File: src/rtl/microcode_sequencer_pkg.sv
// Shared definitions for the microcode sequencer and the ROM image generator.
// Optional interrupt dispatch is enabled by defining MICROSEQ_INT_DISPATCH_EN.
package microcode_pkg;

  localparam int DEF_UADDR_W = 9;
  localparam logic [8:0] INT_UADDR_DEFAULT = 9'h0D3;

  // Control-word field positions; must match the ROM image generator.
  localparam int CTRL_END     = 63;
  localparam int CTRL_NEXT_HI = 62;
  localparam int CTRL_NEXT_LO = 54;

  localparam logic [7:0] CB_PREFIX = 8'hCB;

  typedef enum logic [1:0] {
    ST_IDLE,
    ST_FETCH,
    ST_CB_FETCH,
    ST_EXEC
  } seq_state_t;

endpackage

File: src/rtl/microcode_sequencer_if.sv
// Opcode-fetch handshake plus the ROM address/control-word loop.
// The master side is the sequencer; the slave side is fetch path plus ROM.
interface microcode_sequencer_if
  import microcode_pkg::*;
#(
  parameter int UADDR_W = DEF_UADDR_W
);
  logic               fetch_req;
  logic               fetch_valid;
  logic [7:0]         fetch_data;
  logic [UADDR_W-1:0] uaddr;
  logic [63:0]        ctrl;

  modport master (
    output fetch_req,
    output uaddr,
    input  fetch_valid,
    input  fetch_data,
    input  ctrl
  );

  modport slave (
    input  fetch_req,
    input  uaddr,
    output fetch_valid,
    output fetch_data,
    output ctrl
  );
endinterface

File: src/rtl/microcode_sequencer_mcycle_timer.sv
// T-cycle counter: 2-bit wrap, one M-cycle = 4 clocks, commit strobe on T3.
// Latency: commit is combinational from the count and stall; stall freezes the count.
module mcycle_timer (
  input  logic       clk,
  input  logic       rst_n,
  input  logic       en,
  input  logic       stall,
  input  logic       clr,
  output logic [1:0] tcycle,
  output logic       commit
);

  logic [1:0] tcycle_q, tcycle_d;

  always_comb begin
    tcycle_d = tcycle_q;
    if (clr) begin
      tcycle_d = 2'd0;
    end else if (en && !stall) begin
      tcycle_d = tcycle_q + 2'd1;
    end
  end

  always_ff @(posedge clk or negedge rst_n) begin
    if (!rst_n) begin
      tcycle_q <= 2'd0;
    end else begin
      tcycle_q <= tcycle_d;
    end
  end

  assign tcycle = tcycle_q;
  assign commit = en & ~stall & (tcycle_q == 2'd3);

endmodule

File: src/rtl/microcode_sequencer.sv
// Microcode sequencer: fetches opcodes (0xCB folds into addr bit 8), steps micro-ops from ROM next/end.
// Latency: byte accepted at edge N -> EXEC in N+1; 4 clocks per micro-op plus stalls. Macro: MICROSEQ_INT_DISPATCH_EN.
module microcode_sequencer
  import microcode_pkg::*;
#(
  parameter int                 UADDR_W   = DEF_UADDR_W,
  parameter logic [UADDR_W-1:0] INT_UADDR = UADDR_W'(INT_UADDR_DEFAULT)
) (
  input  logic                  clk,
  input  logic                  rst_n,
  microcode_sequencer_if.master bus,
  input  logic                  mem_stall,
  output logic [1:0]            tcycle,
  output logic                  step,
  output logic                  busy,
  input  logic                  int_req,
  output logic                  int_ack
);

  seq_state_t         state_q, state_d;
  logic [UADDR_W-1:0] uaddr_q, uaddr_d;
  logic               fetch_req_q, fetch_req_d;
  logic               busy_q, busy_d;
  logic               int_ack_q, int_ack_d;
  logic               xfer;
  logic               commit;
  logic [8:0]         next_uaddr;

  // fetch_req_q is high exactly in FETCH/CB_FETCH, so it doubles as the state qualifier.
  assign xfer       = fetch_req_q & bus.fetch_valid;
  assign next_uaddr = bus.ctrl[CTRL_NEXT_HI:CTRL_NEXT_LO];

  logic unused_ctrl_bits;
  assign unused_ctrl_bits = ^bus.ctrl[CTRL_NEXT_LO-1:0];

  mcycle_timer u_timer (
    .clk    (clk),
    .rst_n  (rst_n),
    .en     (busy_q),
    .stall  (mem_stall),
    .clr    (~busy_q),
    .tcycle (tcycle),
    .commit (commit)
  );

  always_comb begin
    state_d   = state_q;
    uaddr_d   = uaddr_q;
    int_ack_d = 1'b0;
    case (state_q)
      ST_IDLE: state_d = ST_FETCH;
      ST_FETCH: begin
        if (xfer) begin
          if (bus.fetch_data == CB_PREFIX) begin
            state_d = ST_CB_FETCH;
          end else begin
            uaddr_d = UADDR_W'({1'b0, bus.fetch_data});
            state_d = ST_EXEC;
          end
        end
      end
      ST_CB_FETCH: begin
        if (xfer) begin
          uaddr_d = UADDR_W'({1'b1, bus.fetch_data});
          state_d = ST_EXEC;
        end
      end
      ST_EXEC: begin
        if (commit) begin
          if (!bus.ctrl[CTRL_END]) begin
            uaddr_d = UADDR_W'(next_uaddr);
          end else begin
`ifdef MICROSEQ_INT_DISPATCH_EN
            // Timer wraps 3->0 on this commit, so the handler starts at T0.
            if (int_req) begin
              uaddr_d   = INT_UADDR;
              int_ack_d = 1'b1;
            end else begin
              state_d = ST_FETCH;
            end
`else
            state_d = ST_FETCH;
`endif
          end
        end
      end
      default: state_d = ST_IDLE;
    endcase
    fetch_req_d = (state_d == ST_FETCH) || (state_d == ST_CB_FETCH);
    busy_d      = (state_d == ST_EXEC);
  end

`ifndef MICROSEQ_INT_DISPATCH_EN
  logic unused_int_req;
  assign unused_int_req = int_req;
`endif

  always_ff @(posedge clk or negedge rst_n) begin
    if (!rst_n) begin
      state_q     <= ST_IDLE;
      uaddr_q     <= '0;
      fetch_req_q <= 1'b0;
      busy_q      <= 1'b0;
      int_ack_q   <= 1'b0;
    end else begin
      state_q     <= state_d;
      uaddr_q     <= uaddr_d;
      fetch_req_q <= fetch_req_d;
      busy_q      <= busy_d;
      int_ack_q   <= int_ack_d;
    end
  end

  assign bus.fetch_req = fetch_req_q;
  assign bus.uaddr     = uaddr_q;
  assign busy          = busy_q;
  assign step          = commit;
  assign int_ack       = int_ack_q;

endmodule

File: src/flat_wrapper.sv
// flat-port wrapper written by rule: the top's interface ports become plain ports
module microcode_sequencer_flat import microcode_pkg::*;
#(
  parameter int                 UADDR_W   = DEF_UADDR_W,
  parameter logic [UADDR_W-1:0] INT_UADDR = UADDR_W'(INT_UADDR_DEFAULT)
)
  (clk, rst_n, mem_stall, tcycle, step, busy, int_req, int_ack, bus_fetch_req, bus_uaddr, bus_fetch_valid, bus_fetch_data, bus_ctrl);
  microcode_sequencer_if #(.UADDR_W(UADDR_W)) bus_i ();
  input  logic clk;
  input  logic rst_n;
  input  logic mem_stall;
  output logic [1:0] tcycle;
  output logic step;
  output logic busy;
  input  logic int_req;
  output logic int_ack;
  output wire logic [$bits(bus_i.fetch_req)-1:0] bus_fetch_req;
  output wire logic [$bits(bus_i.uaddr)-1:0] bus_uaddr;
  input wire logic [$bits(bus_i.fetch_valid)-1:0] bus_fetch_valid;
  input wire logic [$bits(bus_i.fetch_data)-1:0] bus_fetch_data;
  input wire logic [$bits(bus_i.ctrl)-1:0] bus_ctrl;
  assign bus_fetch_req = bus_i.fetch_req;
  assign bus_uaddr = bus_i.uaddr;
  assign bus_i.fetch_valid = bus_fetch_valid;
  assign bus_i.fetch_data = bus_fetch_data;
  assign bus_i.ctrl = bus_ctrl;
  microcode_sequencer #(.UADDR_W(UADDR_W), .INT_UADDR(INT_UADDR)) u_core (.clk(clk), .rst_n(rst_n), .bus(bus_i), .mem_stall(mem_stall), .tcycle(tcycle), .step(step), .busy(busy), .int_req(int_req), .int_ack(int_ack));
endmodule
File: config.mk
export PLATFORM = sky130hd
export DESIGN_NAME = microcode_sequencer_flat
export DESIGN_NICKNAME = d
export VERILOG_FILES = /design/src/rtl/microcode_sequencer_pkg.sv /design/src/rtl/microcode_sequencer_if.sv /design/src/rtl/microcode_sequencer_mcycle_timer.sv /design/src/rtl/microcode_sequencer.sv /design/src/flat_wrapper.sv
export SDC_FILE = /design/constraint.sdc
export NUM_CORES = 1
export LEC_CHECK = 0
export BUFFER_PORTS_ARGS = -buffer_cell sky130_fd_sc_hd__buf_4
export CAP_MARGIN = 20
export CELL_PAD_IN_SITES_DETAIL_PLACEMENT = 1
export CELL_PAD_IN_SITES_GLOBAL_PLACEMENT = 2
export CORE_MARGIN = 1.5
export CORE_UTILIZATION = 18
export CTS_CLUSTER_SIZE = 25
export DETAILED_ROUTE_END_ITERATION = 8
export PLACE_DENSITY_LB_ADDON = 0.1
export SYNTH_ARGS = -nofsm -noshare
export SYNTH_HDL_FRONTEND = slang
export SYNTH_HIERARCHICAL = 1
export SYNTH_SLANG_ARGS = --single-unit
File: constraint.sdc
create_clock -name clk -period 2.1 [get_ports clk]
set_input_delay 0.42 -clock clk [delete_from_list [all_inputs] [get_ports clk]]
set_output_delay 0.42 -clock clk [all_outputs]
set_load 0.005 [all_outputs]
==> key figures <==
Worst setup path
  – Max FO, Critical Path: 9
  – WP data arrival: 1.90 ns
  – Reg2Reg Setup Slack: 0.33 ns
  – Critical Path RT: 2.23 ns
  – Crit path max-delay family: simple AND/OR/NAND/NOR gates
  – WP depth: 6
  – Setup crit end kind: flop
  – End of the worst register-to-register path: u_core/bus.uaddr[6]$_DFFE_PN0P_
  – Critical path launch point type: flop
  – R2R Path Start: u_core/busy$_DFF_PN0_
  – CP bufs+invs: 0
  – Setup CP Type: reg -> reg
  – R2R depth: 6
  – Worst setup endpoint: u_core/bus.uaddr[6]$_DFFE_PN0P_
  – Cell Chain, Critical Path: nor2b_4, and2_2, nand2_1, o22ai_2, o2bb2ai_4, mux2_2
  – CP peak stage delay: 0.40 ns
  – Worst path slowest cell: dfrtp_1
  – Worst Setup SP: u_core/busy$_DFF_PN0_

Route
  – Routed len/inst: 13.3 um
  – Final wirelength: 2080 um
  – DR pass1 iterations: 3
  – DR iter-0 viols: 25
  – Vias per cell: 4.06
  – # DRC: 0
  – Via count: 634
  – Post-route ant nets: 0

Placed design
  – Port bufs: 35
  – Placement-stage worst setup slack: 0.213 ns
  – Area after DPL: 1180 um2
  – GPL Wtd Cong: 0.641
  – DP Wirelength: 1670 um
  – Inst Count DP: 152

Floorplanning
  – IO Pins: 92
  – Die W: 72.6 um
  – Core ar.: 4690 um2
  – Die height: 72.6 um
  – Starting density of the core: 18.6%
  – Die Area: 5270 um2
  – Row cnt: 25

Logic synthesis
  – Synth top area share: 43.0%
  – Syn nets: 145
  – Post-Synthesis Cells: 66
  – Yosys Warn Count: 6
  – Synthesized area: 872 um2
  – Syn_area_per_cell: 13.2 um2
  – Synth area leaders: dfrtp_1, mux2_2, nand4b_4, mux2_4, o2bb2ai_4
  – Flop and latch count out of synthesis: 15
  – Seq/Total Area, Yosys: 43.0%
  – Ys async rst share: 100%
  – Synth area leader: dfrtp_1
  – Post-synth top flop: dfrtp_1
  – Post-synth EDFFs: 0
  – Synth unique cells: 26

Finish
  – N_diodes: 0
  – Finished Layout Cells: 156
  – Layout area overhead: 40.0%
  – Fill cell count: 539
  – Fraction of layout cells with a size suffix above 1: 61.8%
  – Area occupied by multi-input gates: 459 um2
  – Fin nets: 182
  – Post-Layout Inst Area: 1220 um2
  – Core Util, Final: 26.0%
  – Register area: 375 um2

Clocking
  – Worst-Skew Late Latency: 0.24 ns
  – Num CTS Buffers: 3
  – Clock Tree Root: clkbuf_8
  – CTS tree: done
  – Sink Count: 15
  – Postcts setup bufs: 0
  – H-tree levels: 1
  – Max clock buf depth: 2
  – Post-CTS sizing: 0
  – Hold Buf Count CTS: 0
  – Clk slew on worst S/H paths: 0.06 ns

STA
  – # setup viols final: 0
  – Fin Setup TNS: 0 ns
  – Skew final: 0.00165 ns
  – RSZ-0062 raised after global routing: false
  – Post-route minimum period: 1.77 ns
  – Max-slew violations: 0
  – Tcrit/Tclk final: 84.4%
  – F_max: 564 MHz
  – Worst Slack Setup Final: 0.328 ns
  – Fin. Hold Viols: 0

Min path
  – Min-Delay Path Class: in -> async

Status
  – Outcome: finished, final reports clean

Flow run
  – Max-cap violations: 0

Power
  – Pwr Density: 1060 nW/um2
  – Leakage power: 0.000568 uW
  – Peak supply drop: 0.000406 V

GRT
  – Vias in the first global route: 667
  – First-pass GRT wire length: 3290 um
  – Global-route usage over all layers: 8.57%
  – Global route overflow: 0
  – Largest net degree at the start of global routing: 16
  – Initial antenna violation count: 0
==> cell usage after synthesis, types with 2 or more instances <==
cell type  count
dfrtp_1       15
mux2_2        15
nand2_1        6
inv_1          3
buf_4          2
ha_1           2
mux2_4         2
nand4b_4       2
o21ai_0        2
==> worst min path at each step <==
stage / startpoint / endpoint / slack [ns] / cells after the start
floorplan: rst_n / u_core/bus.fetch_req$_DFF_PN0_ / 0.12 / 0
global placement: rst_n / u_core/bus.uaddr[8]$_DFFE_PN0P_ / 0.29 / 1
detailed placement: rst_n / u_core/bus.uaddr[8]$_DFFE_PN0P_ / 0.30 / 1
CTS: rst_n / u_core/bus.uaddr[2]$_DFFE_PN0P_ / 0.02 / 1
global route: rst_n / u_core/bus.uaddr[8]$_DFFE_PN0P_ / 0.03 / 1
finish: rst_n / u_core/bus.uaddr[8]$_DFFE_PN0P_ / 0.02 / 1
==> cell families after synthesis <==
family | after synthesis | share of synthesized area, %
AO/OA/AOI/OAI | 6 | 7.32
multiplexers | 17 | 22.8
flip-flops | 15 | 43.0
other | 1 | 0.430
buffers and inverters | 6 | 4.30
AND/OR/NAND/NOR | 19 | 19.2
adder cells (fa/ha/maj) | 2 | 2.87
==> stage by stage <==
stage	hold slack, ns	power, uW
finish	0.0213	1290
global route	0.0262	1400
CTS	0.0220	1330
detailed placement	0.295	1080
global placement	0.291	1070
floorplan	0.124	805
==> state kept, by name (all words and copies together), names as in the netlist <==
name / cells
u_core/state_q: 2
u_core/bus.uaddr: 9
u_core/u_timer/tcycle: 2
u_core/busy: 1
u_core/bus.fetch_req: 1
==> placed cells by master, fill, tap and decap left out, types with 2 or more instances in the layout <==
master     n
clkbuf_8   3
ha_1       2
dfrtp_1   15
mux2_4     2
buf_4     35
o21ai_0    2
nand4b_4   2
inv_1      3
mux2_2    15
nand2_1    6
==> final cells by class <==
class | instances | share of cell area [%]
multi-input cells | 45 | 37.6
flip-flops and latches | 15 | 30.7
repair buffers | 35 | 21.5
well taps | 54 | 5.53
clock buffers | 4 | 3.69
inverters | 3 | 0.922
==> where the power goes <==
group          switching, uW  total [uW]  internal, uW
Combinational            193         550           356
Sequential              92.8         505           412
Clock                    101         235           134
Total                    387        1290           903
==> layer usage <==
metal | track usage [%] | up-vias | part of all wire (%) | wire, um
li1 | - | 303 | - | -
met4 | 3.14 | 0 | 0.58 | 12
met2 | 15.3 | 18 | 53 | 1100
met1 | 9.56 | 311 | 41 | 846
met5 | 0 | - | 0 | 0
met3 | 2.62 | 2 | 5.9 | 122
No activity file was read; power rests on OpenSTA's default activity.
